File: config.mk
export PLATFORM = sky130hd
export DESIGN_NAME = dcache_mshr_flat
export DESIGN_NICKNAME = d
export VERILOG_FILES = /design/src/rtl/dcache_mshr_if.sv /design/src/rtl/dcache_mshr.sv /design/src/flat_wrapper.sv
export SDC_FILE = /design/constraint.sdc
export NUM_CORES = 1
export LEC_CHECK = 0
export CAP_MARGIN = 25
export CORE_AREA = 2 2 226 228
export CTS_CLUSTER_DIAMETER = 60
export DETAILED_ROUTE_END_ITERATION = 10
export DIE_AREA = 0 0 228 230
export GPL_TIMING_DRIVEN = 0
export PLACE_DENSITY = 0.74
export SLEW_MARGIN = 10
export SYNTH_ARGS = -nofsm -noshare
export SYNTH_HDL_FRONTEND = slang
export SYNTH_SLANG_ARGS = --single-unit
File: constraint.sdc
create_clock -name clk -period 4.3 [get_ports clk]
set_input_delay 0.86 -clock clk [delete_from_list [all_inputs] [get_ports clk]]
set_output_delay 0.86 -clock clk [all_outputs]
set_load 0.02 [all_outputs]
File: src/rtl/dcache_mshr_if.sv
// Bus bundle between one data-cache bank's MSHR file and its neighbours.
// The neighbours are the cache miss port, the memory request/response
// channel, the cache fill port and the LSQ wake-up.
// The MSHR file is the responder and uses the slave modport.
interface dcache_mshr_if #(
  parameter int unsigned LINE_BITS = 128
);
  logic                 alloc;
  logic [31:0]          alloc_addr;
  logic [2:0]           mshr_wr_idx;
  logic                 mshr_full;
  logic                 alloc_ok;
  logic                 mem_req_valid;
  logic [31:0]          mem_req_addr;
  logic [2:0]           mem_req_tag;
  logic                 mem_req_ready;
  logic                 mem_resp_valid;
  logic [2:0]           mem_resp_tag;
  logic [LINE_BITS-1:0] mem_resp_data;
  logic                 fill_valid;
  logic [31:0]          fill_addr;
  logic [LINE_BITS-1:0] fill_data;
  logic                 mshr_fin;
  logic [2:0]           mshr_fin_idx;

  modport master (
    output alloc, alloc_addr, mem_req_ready, mem_resp_valid, mem_resp_tag, mem_resp_data,
    input  mshr_wr_idx, mshr_full, alloc_ok, mem_req_valid, mem_req_addr, mem_req_tag,
           fill_valid, fill_addr, fill_data, mshr_fin, mshr_fin_idx
  );

  modport slave (
    input  alloc, alloc_addr, mem_req_ready, mem_resp_valid, mem_resp_tag, mem_resp_data,
    output mshr_wr_idx, mshr_full, alloc_ok, mem_req_valid, mem_req_addr, mem_req_tag,
           fill_valid, fill_addr, fill_data, mshr_fin, mshr_fin_idx
  );
endinterface

File: src/rtl/dcache_mshr.sv
// Miss status holding register file for one data-cache bank.
// Primary misses allocate an entry and issue one line request.
// Secondary misses to the same line merge into the existing entry.
// Fills are handed to the cache write port, with a one-cycle fin pulse to the LSQ.
module dcache_mshr #(
  parameter int unsigned ENTRIES   = 8,
  parameter int unsigned LINE_OFF  = 4,
  parameter int unsigned LINE_BITS = 128
) (
  input logic          clk,
  input logic          rst,
  dcache_mshr_if.slave bus
);
  localparam int unsigned LA_W = 32 - LINE_OFF;

  localparam logic [1:0] FREE       = 2'd0;
  localparam logic [1:0] WAIT_ISSUE = 2'd1;
  localparam logic [1:0] WAIT_RESP  = 2'd2;
  localparam logic [1:0] FILL       = 2'd3;

  logic [1:0]           state_q   [ENTRIES];
  logic [1:0]           state_n   [ENTRIES];
  logic [LA_W-1:0]      line_q    [ENTRIES];
  logic [3:0]           merge_cnt [ENTRIES];
  logic [LINE_BITS-1:0] fill_data_q;

  logic                 req_valid_q;
  logic [LA_W-1:0]      req_line_q;
  logic [2:0]           req_tag_q;

  logic [LA_W-1:0]      alloc_line;
  logic                 hit;
  logic [2:0]           hit_idx;
  logic                 free_any;
  logic [2:0]           free_idx;
  logic                 fill_any;
  logic [2:0]           fill_idx;
  logic                 do_alloc;
  logic                 req_fire;
  logic                 resp_hit;
  logic                 nxt_valid;
  logic [2:0]           nxt_tag;
  logic [LA_W-1:0]      nxt_line;

  assign alloc_line = bus.alloc_addr[31:LINE_OFF];

  // Associative lookup: merge target, lowest FREE entry, and the (single) FILL entry.
  always_comb begin
    hit      = 1'b0;
    hit_idx  = '0;
    free_any = 1'b0;
    free_idx = '0;
    fill_any = 1'b0;
    fill_idx = '0;
    for (int unsigned i = 0; i < ENTRIES; i++) begin
      if (state_q[i] != FREE && line_q[i] == alloc_line && !hit) begin
        hit     = 1'b1;
        hit_idx = 3'(i);
      end
      if (state_q[i] == FREE && !free_any) begin
        free_any = 1'b1;
        free_idx = 3'(i);
      end
      if (state_q[i] == FILL) begin
        fill_any = 1'b1;
        fill_idx = 3'(i);
      end
    end
  end

  assign do_alloc = bus.alloc && !hit && free_any;
  assign req_fire = req_valid_q && bus.mem_req_ready;
  assign resp_hit = bus.mem_resp_valid && (32'(bus.mem_resp_tag) < ENTRIES) &&
                    (state_q[bus.mem_resp_tag] == WAIT_RESP);

  // Next entry states; alloc, issue and response always touch distinct entries.
  always_comb begin
    for (int unsigned i = 0; i < ENTRIES; i++) begin
      state_n[i] = (state_q[i] == FILL) ? FREE : state_q[i];
    end
    if (do_alloc) state_n[free_idx]         = WAIT_ISSUE;
    if (req_fire) state_n[req_tag_q]        = WAIT_RESP;
    if (resp_hit) state_n[bus.mem_resp_tag] = FILL;
  end

  // Request selection runs on next state so a miss at t can be on the bus at t+1;
  // the address of an entry allocated this cycle is taken straight from the miss.
  always_comb begin
    nxt_valid = 1'b0;
    nxt_tag   = '0;
    for (int unsigned i = 0; i < ENTRIES; i++) begin
      if (state_n[i] == WAIT_ISSUE && !nxt_valid) begin
        nxt_valid = 1'b1;
        nxt_tag   = 3'(i);
      end
    end
    nxt_line = '0;
    if (nxt_valid) nxt_line = (do_alloc && nxt_tag == free_idx) ? alloc_line : line_q[nxt_tag];
  end

  // Entry state, line addresses, merge counts and captured fill data.
  always_ff @(posedge clk or negedge rst) begin
    if (!rst) begin
      for (int unsigned i = 0; i < ENTRIES; i++) begin
        state_q[i]   <= FREE;
        line_q[i]    <= '0;
        merge_cnt[i] <= '0;
      end
      fill_data_q <= '0;
    end else begin
      for (int unsigned i = 0; i < ENTRIES; i++) state_q[i] <= state_n[i];
      if (do_alloc) begin
        line_q[free_idx]    <= alloc_line;
        merge_cnt[free_idx] <= '0;
      end
      if (bus.alloc && hit) merge_cnt[hit_idx] <= merge_cnt[hit_idx] + 4'd1;
      if (resp_hit) fill_data_q <= bus.mem_resp_data;
    end
  end

  // Registered request channel, frozen while memory is not ready.
  always_ff @(posedge clk or negedge rst) begin
    if (!rst) begin
      req_valid_q <= 1'b0;
      req_line_q  <= '0;
      req_tag_q   <= '0;
    end else if (!req_valid_q || bus.mem_req_ready) begin
      req_valid_q <= nxt_valid;
      req_line_q  <= nxt_line;
      req_tag_q   <= nxt_tag;
    end
  end

  assign bus.mshr_wr_idx   = hit ? hit_idx : free_idx;
  assign bus.mshr_full     = !free_any;
  assign bus.alloc_ok      = hit || free_any;
  assign bus.mem_req_valid = req_valid_q;
  assign bus.mem_req_addr  = {req_line_q, {LINE_OFF{1'b0}}};
  assign bus.mem_req_tag   = req_tag_q;
  assign bus.fill_valid    = fill_any;
  assign bus.fill_addr     = fill_any ? {line_q[fill_idx], {LINE_OFF{1'b0}}} : '0;
  assign bus.fill_data     = fill_any ? fill_data_q : '0;
  assign bus.mshr_fin      = fill_any;
  assign bus.mshr_fin_idx  = fill_idx;
endmodule

File: src/flat_wrapper.sv
// flat-port wrapper written by rule: the top's interface ports become plain ports
module dcache_mshr_flat 
#(
  parameter int unsigned ENTRIES   = 8,
  parameter int unsigned LINE_OFF  = 4,
  parameter int unsigned LINE_BITS = 128
)
  (clk, rst, bus_alloc, bus_alloc_addr, bus_mem_req_ready, bus_mem_resp_valid, bus_mem_resp_tag, bus_mem_resp_data, bus_mshr_wr_idx, bus_mshr_full, bus_alloc_ok, bus_mem_req_valid, bus_mem_req_addr, bus_mem_req_tag, bus_fill_valid, bus_fill_addr, bus_fill_data, bus_mshr_fin, bus_mshr_fin_idx);
  dcache_mshr_if #(.LINE_BITS(LINE_BITS)) bus_i ();
  input logic clk;
  input logic rst;
  input wire logic [$bits(bus_i.alloc)-1:0] bus_alloc;
  input wire logic [$bits(bus_i.alloc_addr)-1:0] bus_alloc_addr;
  input wire logic [$bits(bus_i.mem_req_ready)-1:0] bus_mem_req_ready;
  input wire logic [$bits(bus_i.mem_resp_valid)-1:0] bus_mem_resp_valid;
  input wire logic [$bits(bus_i.mem_resp_tag)-1:0] bus_mem_resp_tag;
  input wire logic [$bits(bus_i.mem_resp_data)-1:0] bus_mem_resp_data;
  output wire logic [$bits(bus_i.mshr_wr_idx)-1:0] bus_mshr_wr_idx;
  output wire logic [$bits(bus_i.mshr_full)-1:0] bus_mshr_full;
  output wire logic [$bits(bus_i.alloc_ok)-1:0] bus_alloc_ok;
  output wire logic [$bits(bus_i.mem_req_valid)-1:0] bus_mem_req_valid;
  output wire logic [$bits(bus_i.mem_req_addr)-1:0] bus_mem_req_addr;
  output wire logic [$bits(bus_i.mem_req_tag)-1:0] bus_mem_req_tag;
  output wire logic [$bits(bus_i.fill_valid)-1:0] bus_fill_valid;
  output wire logic [$bits(bus_i.fill_addr)-1:0] bus_fill_addr;
  output wire logic [$bits(bus_i.fill_data)-1:0] bus_fill_data;
  output wire logic [$bits(bus_i.mshr_fin)-1:0] bus_mshr_fin;
  output wire logic [$bits(bus_i.mshr_fin_idx)-1:0] bus_mshr_fin_idx;
  assign bus_i.alloc = bus_alloc;
  assign bus_i.alloc_addr = bus_alloc_addr;
  assign bus_i.mem_req_ready = bus_mem_req_ready;
  assign bus_i.mem_resp_valid = bus_mem_resp_valid;
  assign bus_i.mem_resp_tag = bus_mem_resp_tag;
  assign bus_i.mem_resp_data = bus_mem_resp_data;
  assign bus_mshr_wr_idx = bus_i.mshr_wr_idx;
  assign bus_mshr_full = bus_i.mshr_full;
  assign bus_alloc_ok = bus_i.alloc_ok;
  assign bus_mem_req_valid = bus_i.mem_req_valid;
  assign bus_mem_req_addr = bus_i.mem_req_addr;
  assign bus_mem_req_tag = bus_i.mem_req_tag;
  assign bus_fill_valid = bus_i.fill_valid;
  assign bus_fill_addr = bus_i.fill_addr;
  assign bus_fill_data = bus_i.fill_data;
  assign bus_mshr_fin = bus_i.mshr_fin;
  assign bus_mshr_fin_idx = bus_i.mshr_fin_idx;
  dcache_mshr #(.ENTRIES(ENTRIES), .LINE_OFF(LINE_OFF), .LINE_BITS(LINE_BITS)) u_core (.clk(clk), .rst(rst), .bus(bus_i));
endmodule
==> results of run 1 <==
[report_power, final]
part	switching, uW	internal (uW)	leakage, uW
sequential	1970	5540	0.00499
combinational	9420	7470	0.00739
clock	1740	2550	0.000808
[sequential cells by signal, summed over array words and instances (netlist names)]
name,cells
u_core.state_q,16
u_core.fill_data_q,128
u_core.bus.mem_req_valid,1
u_core.req_line_q,28
u_core.bus.mem_req_tag,3
u_core.line_q,224
[cell families (layout without fill, tap and decap cells)]
group / after synthesis / in the layout / share of synthesized area
xor gates and xnor gates: 223 / 223 / 0.0876
muxes: 205 / 205 / 0.131
AOI/OAI and AO/OA: 359 / 359 / 0.121
buffers and inverters: 217 / 712 / 0.0406
DFF: 400 / 400 / 0.449
other: 1 / 8 / 0.000168
and+or+nand+nor: 842 / 842 / 0.170
[timing repair]
item / 4_1_cts / 5_1_grt
cloned: 2 / 0
pin swaps: 42 / 34
gates resized for setup: 424 / 176
setup buffers: 38 / 8
endpoints found under the setup margin: 394 / 176
[Yosys cell counts (all sizes together) (4+ instances only)]
library cell and n:
mux4 58, xnor2 106, nor4 34, o31ai 4, xor2 117, and2 5, nand3 10, o221a 27
a221oi 55, o22ai 7, nand2 558, dfrtp 400, o221ai 27, mux2i 29, or2 4, nor3 13
or3 4, a21oi 17, inv 42, a22o 30, mux2 118, o211ai 4, nand4 32, nand2b 5
and3 4, buf 52, or4 7, o21ai 128, clkbuf 123, nor2 28, a21o 4, a22oi 32
nor2b 134
[final timing paths]
kind                                      endpoint  slack (ns)  cells after the start
min                             u_core.line_q[150]        0.20                      1
max                          u_core.req_line_q[19]       -0.25                     14
min reg2reg                u_core.fill_data_q[123]        0.46                      2
max reg2reg                  u_core.req_line_q[19]       -0.22                     12
min in group clk           u_core.fill_data_q[123]        0.46                      2
max in group asynchronous  u_core.fill_data_q[114]        2.37                      4
[cell type report]
class | count | area [um^2]
clock inverters | 20 | 225
repair buffers | 415 | 4020
plain buffers | 167 | 1140
well taps | 672 | 841
fillers | 4171 | 19400
multi-input cells | 1637 | 12600
clock buffers | 68 | 1420
flip-flops and latches | 400 | 10000
inverters | 42 | 165
[layer usage]
metal  vias up  global-route usage  wire [um]
met5         -                   0         30
met3       304              0.0972      11300
met2      1478               0.542      42900
met1     10400               0.491      37600
li1       8747                   -          -
met4         6               0.151       4540
[critical path, stage by stage]
cell	delay, ns
clkdlybuf4s15_2	0.25
buf_4	0.24
clkinvlp_4	0.15
a222oi_1	0.44
nand4_1	0.26
nor3_4	0.35
nor4_4	0.10
nand2_1	0.31
o32ai_4	0.20
nor2_2	0.67
clkbuf_1	0.67
a22oi_1	0.20
o221a_2	0.20
o221ai_2	0.16
[through the flow]
| stage | power (uW) | std cells | hold slack, ns | setup TNS (ns) |
|---|---|---|---|---|
| 3_5_place_dp | 22300 | 3295 | 0.454 | -372.18 |
| 3_3_place_gp | 21900 | 3284 | 0.450 | -6514.77 |
| 5_1_grt | 29700 | 3421 | 0.279 | -6.29 |
| 4_1_cts | 27700 | 3417 | 0.238 | -4.53 |
| 2_1_floorplan | 15900 | 2254 | 0.438 | -0.0135 |
| 6_report | 28700 | 3421 | 0.198 | -5.54 |
==> impl_metrics.ini, run 1 <==
[sta]
setup-violations-final = 28
max_freq_mhz = 220
worst_slew_margin_rel = 0.274
post-route-min-period_ns = 4.55
finalClockSkew_ns = 0.0315
hold_viol = 0
report.final.slew_viol_count = 0
tightest_slew_ns = 1.09
rsz0062_at_grt = yes
final.setup.worst_slack_ns = -0.253
period_utilization = 1.06

[clock_tree]
numClockSinks = 400
cts-hold-fix-buffers = 0
clkLatencyLatePin_ns = 0.62
clock_tree.buffer_depth = 3
htree_levels = 2
clockRootBuffer = clkbuf_16
cts_tree = done
cts_buffers = 49
path_clk_slew_ns = 0.06

[floorplanning]
core_region_area_um2 = 49900
die_h_um = 230
initial_utilization = 0.447
fp-row-count = 82
dieArea_um2 = 52400
die_width_um = 228
num_io_pins = 374

[final_layout]
layout.core_utilization = 0.611
antennaDiodeCount = 0
area_growth_syn_to_layout_pct = 36.8
finalNetCount = 2880
layout.cells.most_common = nand2_1
post_route_cells_drive_above_1_share = 0.242
layout_common_cells = nand2_1, dfrtp_1, clkdlybuf4s50_1
finalInstanceArea_um2 = 30500

[synthesis]
seq_total_area_yosys = 0.449
yosys_warnings = 0
per_instance_average_area_after_synthesis_um2 = 9.92
syn-cell-area_um2 = 22300
ys_types = 64
synth.ff_latch_count = 400
async_reset_ff_frac = 1.00
synthDominantCellAreaShare = 0.449
postSynth.topFlopCell = dfrtp_1
netlist.top_cell.by_area = dfrtp_1
synth-edff-count = 0
synthesis.instances = 2247
synth_area_leaders = dfrtp_1, nand2_1, mux2_2

[hold_path]
min_path_type = input pin to asynchronous set/reset pin

[routing]
detail-route-antenna-nets = 0
via_per_inst = 6.13
vias = 21000
detail_route.iter0.violations = 3084
detailed_routing_iterations_pass_1 = 8
routed_wirelength_um = 96300
drc = 0
routed_wire_length_per_instance_um = 28.1

[place]
dp_slack_ns = -2.68
place_area_um2 = 27000
buffer_ports.inserted = 358
place.gp.congestion = 1.04
post-dp-hpwl_um = 69900

[flow_run]
drv_cap = 0

[power_and_ir_drop]
total_leakage_power_uw = 0.0132
ir_drop_uv = 471
pwr_dens_nw_per_um2 = 941

[global_routing]
antenna_found_initial = 4
globalRouteOverflowTotal = 0
grt_pass1_vias = 20700
largest_net_degree_at_the_start_of_global_routing = 112
grt_use_total = 0.360
grt_pass1_wl_um = 140000

[setup_path]
cp_max_fo = 10
critical_path.startpoint = bus_alloc_addr[19]
worst-endpoint-arrival_ns = 5.09
critical_path_end_type = flop
worst-setup-path-type = input pin to flop
critical_path.reg2reg.startpoint = u_core.line_q[114]
cp_data_required_time_ns = 4.83
cp-start-kind = input pin

[run_status]
status = finished with violations
violated_checks = negative setup slack
Power figures use the tool's default switching activity.
==> run 2: changes to the inputs <==
--- a/config.mk
+++ b/config.mk
@@ -7,7 +7,7 @@
 export LEC_CHECK = 0
 export CAP_MARGIN = 25
 export CORE_AREA = 2 2 226 228
-export CTS_CLUSTER_DIAMETER = 60
+export CTS_CLUSTER_DIAMETER = 150
 export DETAILED_ROUTE_END_ITERATION = 10
 export DIE_AREA = 0 0 228 230
 export GPL_TIMING_DRIVEN = 0
==> run 2 against run 1 <==
Net effect:
- the flow still finishes with violations (negative setup slack)
- routed wire length about the same
- die area stayed put
- sequential share of layout area is 0.092 points higher
- flip-flop and latch count unchanged
==> impl_metrics.ini, run 2 (synthesis results as in run 1) <==
[setup_path]
cp-start-kind = input pin
worst-endpoint-arrival_ns = 5.18
reg2reg_slack_ns = -0.41
cp_data_required_time_ns = 4.75
critical_path.startpoint = bus_alloc_addr[21]
worst-setup-path-type = input pin to flop
cpPeakStageDelay_ns = 0.64
cpMaxStageDelayCell = or4_4
reg2reg_to = u_core.req_line_q[21]
cp_max_fo = 10
critical_path.reg2reg.startpoint = u_core.line_q[73]
critical_path_end_type = flop
critical_path.cell_chain = buf_2, xnor2_4, nand4_1, or4_4, nor4_4, nor4_4, and2_4, a21boi_4, o311ai_4, o211a_1, or3_4, a2111oi_4, buf_4, nand2b_4, buf_12, buf_12, o221ai_1
r2r.worst_path.cells = 16

[clock_tree]
clockRootBuffer = clkbuf_16
cts_tree = done
numClockSinks = 400
clock_tree.buffer_depth = 3
htree_levels = 2
cts_buffers = 48
clkLatencyLatePin_ns = 0.61
path_clk_slew_ns = 0.07

[flow_run]
drv_cap = 0

[run_status]
status = finished with violations
violated_checks = negative setup slack

[routing]
vias = 20900
drc = 0
via_per_inst = 6.10
detail_route.iter0.violations = 2973
routed_wire_length_per_instance_um = 28.1
routed_wirelength_um = 96200
detailed_routing_iterations_pass_1 = 10
detail-route-antenna-nets = 0

[final_layout]
area_growth_syn_to_layout_pct = 36.4
finalNetCount = 2884
n_fill_cell = 4196
largest_register = u_core.line_q
layout.core_utilization = 0.610
layout.cells.most_common = nand2_1
layout_common_cells = nand2_1, dfrtp_1, clkdlybuf4s50_1
antennaDiodeCount = 0
layoutNonFillerInstCount = 3426
finalInstanceArea_um2 = 30400
post_route_cells_drive_above_1_share = 0.235
largest_register_ffs = 224
biggestRegsByFlops = u_core.line_q (224), u_core.fill_data_q (128), u_core.req_line_q (28)

[global_routing]
antenna_found_initial = 5
grt_pass1_vias = 20600
largest_net_degree_at_the_start_of_global_routing = 112
grt_use_total = 0.360
globalRouteOverflowTotal = 0
grt_pass1_wl_um = 139000

[place]
place.gp.congestion = 1.04
post-dp-hpwl_um = 69900
dp_slack_ns = -2.68
placed_cells = 3295
buffer_ports.inserted = 358
place_area_um2 = 27000

[floorplanning]
die_h_um = 230
initial_utilization = 0.447
die_width_um = 228
num_io_pins = 374
core_region_area_um2 = 49900
fp-row-count = 82
dieArea_um2 = 52400

[sta]
max_freq_mhz = 212
period_utilization = 1.10
post-route-min-period_ns = 4.73
final.setup.worst_slack_ns = -0.427
worst_slew_margin_rel = 0.282
report.final.slew_viol_count = 0
tightest_slew_ns = 1.08
rsz0062_at_grt = yes
finalClockSkew_ns = 0.0283
hold_viol = 0
setup-violations-final = 54

[power_and_ir_drop]
pwr_dens_nw_per_um2 = 940
report.power.total_uw = 28600
total_leakage_power_uw = 0.0131
ir_drop_uv = 505

[hold_path]
min_path_type = input pin to asynchronous set/reset pin
## run 2: changes by cell type in the layout (fill, tap and decap cells not counted), sizes merged
cell	delta
clkinv	+1
dlymetal6s2s	-4
clkdlybuf4s15	+7
clkinvlp	-1
clkdlybuf4s50	+1
buf	-5
clkbuf	+7
inv	-1
## run 2: worst max path at each step
stage	endpoint	cells past startpoint	slack, ns
2_1_floorplan	u_core.req_line_q[15]	16	-0.01
3_3_place_gp	u_core.fill_data_q[122]	1	-15.23
3_5_place_dp	u_core.req_line_q[5]	16	-2.68
4_1_cts	u_core.req_line_q[21]	18	-0.14
5_1_grt	u_core.req_line_q[20]	16	-0.42
6_report	u_core.req_line_q[21]	17	-0.43
## run 2: report_power, final
part	leakage [uW]	internal [uW]	total, uW	switching [uW]
Combinational	0.00733	7470	16800	9360
Sequential	0.00499	5540	7500	1960
Clock	0.000805	2540	4260	1720
Total	0.0131	15500	28600	13000
## run 2: layout make-up
cell class,instances,area (um^2),share of cell area
buffer,168,1150,0.0379
clock buffer,69,1420,0.0468
clock inverter,19,214,0.00704
inverter,42,161,0.00531
multi-input combinational,1637,12500,0.411
sequential,400,10000,0.330
tap,672,841,0.0277
timing repair buffer,419,4080,0.134
## run 2: metrics by stage
step,TNS (ns),hold slack [ns]
floorplan,-0.0135,0.438
global placement,-6514.77,0.450
detailed placement,-372.18,0.454
CTS,-2.96,0.228
global route,-10.49,0.261
finish,-10.52,0.213
## run 2: per-layer routing
metal / routed length (um) / vias to the layer above / global-route usage
li1: - / 8749 / -
met5: 59 / - / 0
met2: 42600 / 1460 / 0.542
met4: 4730 / 10 / 0.150
met3: 11600 / 327 / 0.104
met1: 37200 / 10400 / 0.487
## run 2: repair_timing
action / 4_1_cts / 5_1_grt
hold buffers: 0 / 0
pin swaps: 41 / 16
endpoints found under the setup margin: 394 / 107
setup buffers: 39 / 9
gates resized for setup: 433 / 128
cloned: 1 / 1
## run 2: critical path: cells and delay by family
| family | cells | cell delay, ns |
|---|---|---|
| xor+xnor | 1 | 0.32 |
| simple gates | 7 | 2.08 |
| compound gates | 5 | 1.16 |
| buf+inv | 4 | 0.72 |
